File: src/rtl/instr_fetch_queue.sv
// instr_fetch_queue: in-order instruction prefetcher feeding the RV32 core, flushed by redirects.
// Slots are reserved at issue time (buffered + outstanding <= DEPTH), so a response never finds the FIFO full.
module instr_fetch_queue #(
  parameter int          DEPTH    = 4,
  parameter logic [31:0] RESET_PC = 32'h0000_0000
) (
  input  logic        clk,
  input  logic        rst,
  output logic        mem_req_o,
  output logic [31:0] mem_addr_o,
  input  logic        mem_gnt_i,
  input  logic        mem_rvalid_i,
  input  logic [31:0] mem_rdata_i,
  input  logic        redirect_i,
  input  logic [31:0] redirect_pc_i,
  output logic        instr_valid_o,
  output logic [31:0] instr_o,
  output logic [31:0] instr_pc_o,
  input  logic        instr_ready_i
);
  localparam int AW = $clog2(DEPTH);
  localparam int CW = AW + 1;
  localparam logic [CW:0] CAP = (CW+1)'(DEPTH);
  logic [31:0] fetch_pc_q, fetch_pc_d, resp_pc_q, resp_pc_d, tgt;
  logic [CW-1:0] count_q, count_d, outst_q, outst_d, disc_q, disc_d;
  logic [AW-1:0] rd_q, rd_d, wr_q, wr_d;
  logic [31:0] word_q [DEPTH];
  logic [31:0] pc_q [DEPTH];
  logic gnt, rsp, drop, push, pop;
  assign tgt           = redirect_pc_i & ~32'h3;
  assign mem_req_o     = !rst && !redirect_i && ({1'b0, count_q} + {1'b0, outst_q} < CAP);
  assign mem_addr_o    = fetch_pc_q;
  assign instr_valid_o = count_q != '0;
  assign instr_o       = word_q[rd_q];
  assign instr_pc_o    = pc_q[rd_q];
  assign gnt           = mem_req_o && mem_gnt_i;
  assign rsp           = mem_rvalid_i && outst_q != '0;
  assign drop          = rsp && disc_q != '0;
  assign push          = rsp && !drop && !redirect_i;
  assign pop           = instr_valid_o && instr_ready_i && !redirect_i;
  always_comb begin
    fetch_pc_d = redirect_i ? tgt : gnt ? fetch_pc_q + 32'd4 : fetch_pc_q;
    resp_pc_d  = redirect_i ? tgt : push ? resp_pc_q + 32'd4 : resp_pc_q;
    outst_d    = outst_q + CW'(gnt) - CW'(rsp);
    // every response still owed at a flush is stale, except one retiring this cycle
    disc_d     = redirect_i ? outst_q - CW'(rsp) : disc_q - CW'(drop);
    count_d    = redirect_i ? '0 : count_q + CW'(push) - CW'(pop);
    rd_d       = redirect_i ? '0 : rd_q + AW'(pop);
    wr_d       = redirect_i ? '0 : wr_q + AW'(push);
  end
  always_ff @(posedge clk or posedge rst) begin
    if (rst) begin
      fetch_pc_q <= RESET_PC;
      resp_pc_q  <= RESET_PC;
      count_q    <= '0;
      outst_q    <= '0;
      disc_q     <= '0;
      rd_q       <= '0;
      wr_q       <= '0;
      for (int i = 0; i < DEPTH; i++) begin
        word_q[i] <= '0;
        pc_q[i]   <= '0;
      end
    end else begin
      fetch_pc_q <= fetch_pc_d;
      resp_pc_q  <= resp_pc_d;
      count_q    <= count_d;
      outst_q    <= outst_d;
      disc_q     <= disc_d;
      rd_q       <= rd_d;
      wr_q       <= wr_d;
      if (push) begin
        word_q[wr_q] <= mem_rdata_i;
        pc_q[wr_q]   <= resp_pc_q;
      end
    end
  end
endmodule

File: config.mk
export PLATFORM = sky130hd
export DESIGN_NAME = instr_fetch_queue
export DESIGN_NICKNAME = d
export VERILOG_FILES = /design/src/rtl/instr_fetch_queue.sv
export SDC_FILE = /design/constraint.sdc
export NUM_CORES = 1
export LEC_CHECK = 0
export ABC_CLOCK_PERIOD_IN_PS = 11100
export CAP_MARGIN = 20
export CORE_MARGIN = 4
export CORE_UTILIZATION = 51
export DETAILED_ROUTE_END_ITERATION = 7
export PLACE_DENSITY_LB_ADDON = 0.1
export SLEW_MARGIN = 20
export SYNTH_ARGS = -nofsm -noshare
export SYNTH_HDL_FRONTEND = slang
export SYNTH_SLANG_ARGS = --single-unit
File: constraint.sdc
create_clock -name clk -period 11.1 [get_ports clk]
set_input_delay 2.775 -clock clk [delete_from_list [all_inputs] [get_ports clk]]
set_output_delay 2.775 -clock clk [all_outputs]
set_load 0.05 [all_outputs]
* Word-level counts from Yosys, hierarchy flattened *
Cells that the tools add are included.

operators by class
  bitwise gates (word level) = 2
  reductions and logical operators = 18
  order comparisons = 4
  add/sub/neg operators = 11
  multiplexer cells = 18

operator list
  operator               count
  $mux 32                9
  $bwmux 128             2
  $bmux 32 s2            2
  $add 32x3->32 const B  2
  $demux 32 s2           1
  $sub 3x1->3            4
  $logic_and 1x1->1      10
  $reduce_bool 3->1      3
  $add 3x1->3            2
  $ge 3x3->1 const B     2
  $mux 3                 2
  $not 2->3              2
  $add 2x1->2            2
  $add 3x3->4            1
  $lt 4x3->1 const B     1
  $mux 2                 2
  $reduce_bool 2->1      2
  $logic_not 1->1        3
  $lt 3x1->1 const B     1

word-level totals
  register bits = 333
  output and inout bits = 98
  logic and storage cells = 68

* Logic depth before layout (Yosys ltp) *
  word-level depth = 9
  mapped depth = 12
  mapped depth without buffers = 12

* Worst setup path before layout *
Ideal clock, no wire load.

  kind = input port to output port
  start = input rst
  end = output mem_req_o
  slack = 4.892 ns
  arrival time = 3.433 ns
  data required time = 8.325 ns
  path buffers = 0
  stages on the path = 2
  cell sequence = nor3_1 > and3_1

between the ends
  longest elaborated chain between the ends = 3

ends and longest elaborated chain
  element                          line  text
  start, declared                  8     input logic rst,
  $logic_not 1->1 (no line)        n/a
  $logic_and 1x1->1 (2 in series)  31    assign mem_req_o = !rst && !redirect_i && ({1'b0, count_q} + {1'b0, outst_q} < CAP);
  end, declared                    9     output logic mem_req_o,

Every way passes these cells.

* Final worst setup path *
  start = input redirect_i
  end = output mem_req_o

between the ends
  longest elaborated chain between the ends = 3

ends and longest elaborated chain
  element                          line  text
  start, declared                  14    input logic redirect_i,
  $logic_not 1->1                  31
  $logic_and 1x1->1 (2 in series)  31

Every way passes these cells.

==> metrics.cfg <==
[outcome]
status=finished, final reports clean

[final_layout]
areaGrowthSynthToFinish_pct=19.8
postLayoutCoreUtil=0.623
antenna_cells=0
drive_gt1_frac=0.321
stdcell_count=1616
fin_nets=1296

[floorplanning]
rows=62
die_area_sq_um=32200
die_y_microns=179
start_util=0.520
core_area_sq_um=28900
die_w_microns=179
pin_count=168

[timing]
fin_skew_ps=16.3
setup_slack_ps=3790
drv_slew=0
setup-violations-final=0
hold_viol=0
timing.fmax_ghz=0.137
slew-limit-headroom=0.333
worst_pin_slew_ps=997
fin_crit_ps=7310
fin_tns_setup_ps=0
timing.final.crit_share=0.659
rsz0062_at_grt=false

[synthesis]
synth.distinct_cells=56
synth_area_sq_um=15000
postSynthCellCount=1064
ys_async_sr_fraction=1.00
synth_edf_count=0
synth_ff_type=dfrtp_1
ys_seq_area_frac=0.536
ys_warn_count=0
syn_avg_cell_area_sq_um=14.1
ys_ff_latch=321

[routing]
wl_microns=32000
ant_nets=0
wl_per_cell_microns=19.8
vias=9210
routed_via_density=5.70
drc=0
drtIter0Drc=474
dr.pass1.iters=5

[setup_path]
startpoint_type=input port
crit_required_ps=8330
arrival_ps=4540
crit_fanout=76
critical_path_class=in2out
end_kind=output port

[global_routing]
grt_pass1_vias=9609
grt_overflow=0
gr-usage-all-layers=0.199
grt_max_degree=81
antenna_found_initial=0
grt_pass1_wl_microns=53100

[clocking]
root_buffer=clkbuf_16
htree_levels=2
cts_buffer_depth=3
clk_latency_ps=510
postCtsHoldBufs=0
cts_tree=yes
ctsResizeCount=0
cts.sinks=321
post-cts-setup-buffers=0
clk_pin_slew_ps=60
numCtsBuffers=37

[placed_design]
dp_hpwl_microns=20200
placed_cells=1555
dp_slack_ps=3800
portBuffers=161
gp_congestion=0.803

[power]
ir_drop_mv=0.127
leakage_uw=0.00801
power.density_nw_per_um2=225

[flow_run]
drv_cap=0

[min_path]
hp-class=reg2reg

## worst max-delay path: stages
cell and delay, ps:
buf_2 90, buf_4 350, nor3_1 300, and3_1 190
clkdlybuf4s50_1 800
## state kept, by name (all words and copies together) (netlist names)
| name | count |
|---|---|
| disc_q | 3 |
| outst_q | 3 |
| wr_q | 2 |
| resp_pc_q | 30 |
| mem_addr_o | 30 |
| word_q | 128 |
| rd_q | 2 |
| pc_q | 120 |
| count_q | 3 |
## placed cells by master, fill, tap and decap left out, types with 4 or more instances in the layout
cell | synthesis | routed
dfrtp_1 | 321 | 319
mux2_2 | 239 | 239
clkdlybuf4s50_1 | 0 | 160
mux4_2 | 62 | 62
nand2_1 | 53 | 53
clkbuf_16 | 0 | 39
nand3_1 | 38 | 38
o21ai_0 | 30 | 30
nor2_1 | 26 | 26
xor2_1 | 21 | 21
xnor2_1 | 18 | 18
nand4_1 | 18 | 18
inv_1 | 18 | 17
o211ai_1 | 15 | 15
o21ai_1 | 14 | 14
ha_1 | 14 | 14
and3_1 | 13 | 13
buf_4 | 11 | 12
nor3_1 | 11 | 11
mux2_1 | 10 | 10
clkbuf_8 | 0 | 8
a31oi_1 | 7 | 7
clkbuf_1 | 19 | 7
or3_1 | 6 | 6
o311ai_0 | 6 | 6
nor4_4 | 5 | 5
nor2b_1 | 4 | 4
conb_1 | 1 | 4
clkinv_2 | 0 | 4
## metrics by stage
step / total power [uW] / area, sq um / hold slack, ps
2_1_floorplan: 2480 / 15000 / 452
5_1_grt: 4240 / 18000 / 505
4_1_cts: 4110 / 18000 / 485
6_report: 4050 / 18000 / 485
3_3_place_gp: 2890 / 16800 / 463
3_5_place_dp: 2910 / 16800 / 472
## path summary, 6_finish.rpt
kind                                       from                   endpoint  slack (ps)  cells after the start
setup / recovery                     redirect_i                  mem_req_o        3790                      5
hold / removal             pc_q[44]$_DFFE_PP0P_       pc_q[44]$_DFFE_PP0P_         490                      1
min in group asynchronous                   rst  mem_addr_o[3]$_DFFE_PP0P_        2580                      2
hold reg to reg            pc_q[44]$_DFFE_PP0P_       pc_q[44]$_DFFE_PP0P_         490                      1
setup reg to reg           outst_q[2]$_DFF_PP0_     word_q[72]$_DFFE_PP0P_        7740                      7
max in group asynchronous                   rst     word_q[65]$_DFFE_PP0P_        6680                      4
## final cells by class
class / instances / area, sq um
clock inverters: 7 / 67.6
inverters: 21 / 82.6
fillers: 2247 / 10900
clock buffers: 54 / 1110
well taps: 384 / 480
flip-flops and latches: 321 / 8040
multi-input cells: 655 / 6480
repair buffers: 174 / 1710
## power breakdown
part | leakage [uW] | internal [uW] | switching (uW) | total, uW
sequential | 0.00425 | 1350 | 152 | 1500
clock | 0.000585 | 715 | 458 | 1170
combinational | 0.00317 | 573 | 799 | 1370
## layer usage
layer / vias up / GRT usage / wire length, microns / share of wire
li1: 4192 / - / - / -
met4: 0 / 0.0472 / 598 / 0.019
met1: 4752 / 0.293 / 14900 / 0.46
met3: 40 / 0.0396 / 1570 / 0.049
met5: - / 0 / 0 / 0
met2: 226 / 0.311 / 15000 / 0.47
## logic make-up (layout without fill, tap and decap cells)
family / Yosys count / after routing / share of synthesized area
adders and majority gates: 16 / 16 / 0.0144
AOI/OAI and AO/OA: 81 / 81 / 0.0343
xor gates and xnor gates: 39 / 39 / 0.0228
muxes: 313 / 313 / 0.281
DFF: 321 / 321 / 0.536
other: 1 / 4 / 0.000250
buffers and inverters: 91 / 256 / 0.0334
and+or+nand+nor: 202 / 202 / 0.0779
## synthesized netlist by cell type, drive strengths merged (2+ instances only)
| cell type | instances | area (sq um) |
|---|---|---|
| o311ai | 6 | 52.6 |
| xnor2 | 18 | 158 |
| nand4 | 19 | 134 |
| nor4 | 11 | 163 |
| and3 | 13 | 81.3 |
| inv | 20 | 75.1 |
| mux4 | 62 | 1400 |
| a31o | 2 | 17.5 |
| or3 | 6 | 37.5 |
| nand3b | 3 | 22.5 |
| clkbuf | 22 | 86.3 |
| ha | 14 | 175 |
| nor3 | 14 | 85.1 |
| and2 | 3 | 18.8 |
| xor2 | 21 | 184 |
| or2 | 2 | 15.0 |
| nand3 | 39 | 200 |
| nor2 | 27 | 104 |
| fa | 2 | 40.0 |
| o21ai | 44 | 220 |
| a21boi | 2 | 15.0 |
| nor2b | 4 | 25.0 |
| nand2 | 54 | 210 |
| o211ai | 15 | 113 |
| a31oi | 7 | 43.8 |
| nand2b | 3 | 18.8 |
| dfrtp | 321 | 8030 |
| mux2i | 2 | 20.0 |
| mux2 | 249 | 2800 |
| buf | 48 | 335 |
(Power assumes the default switching activity.)
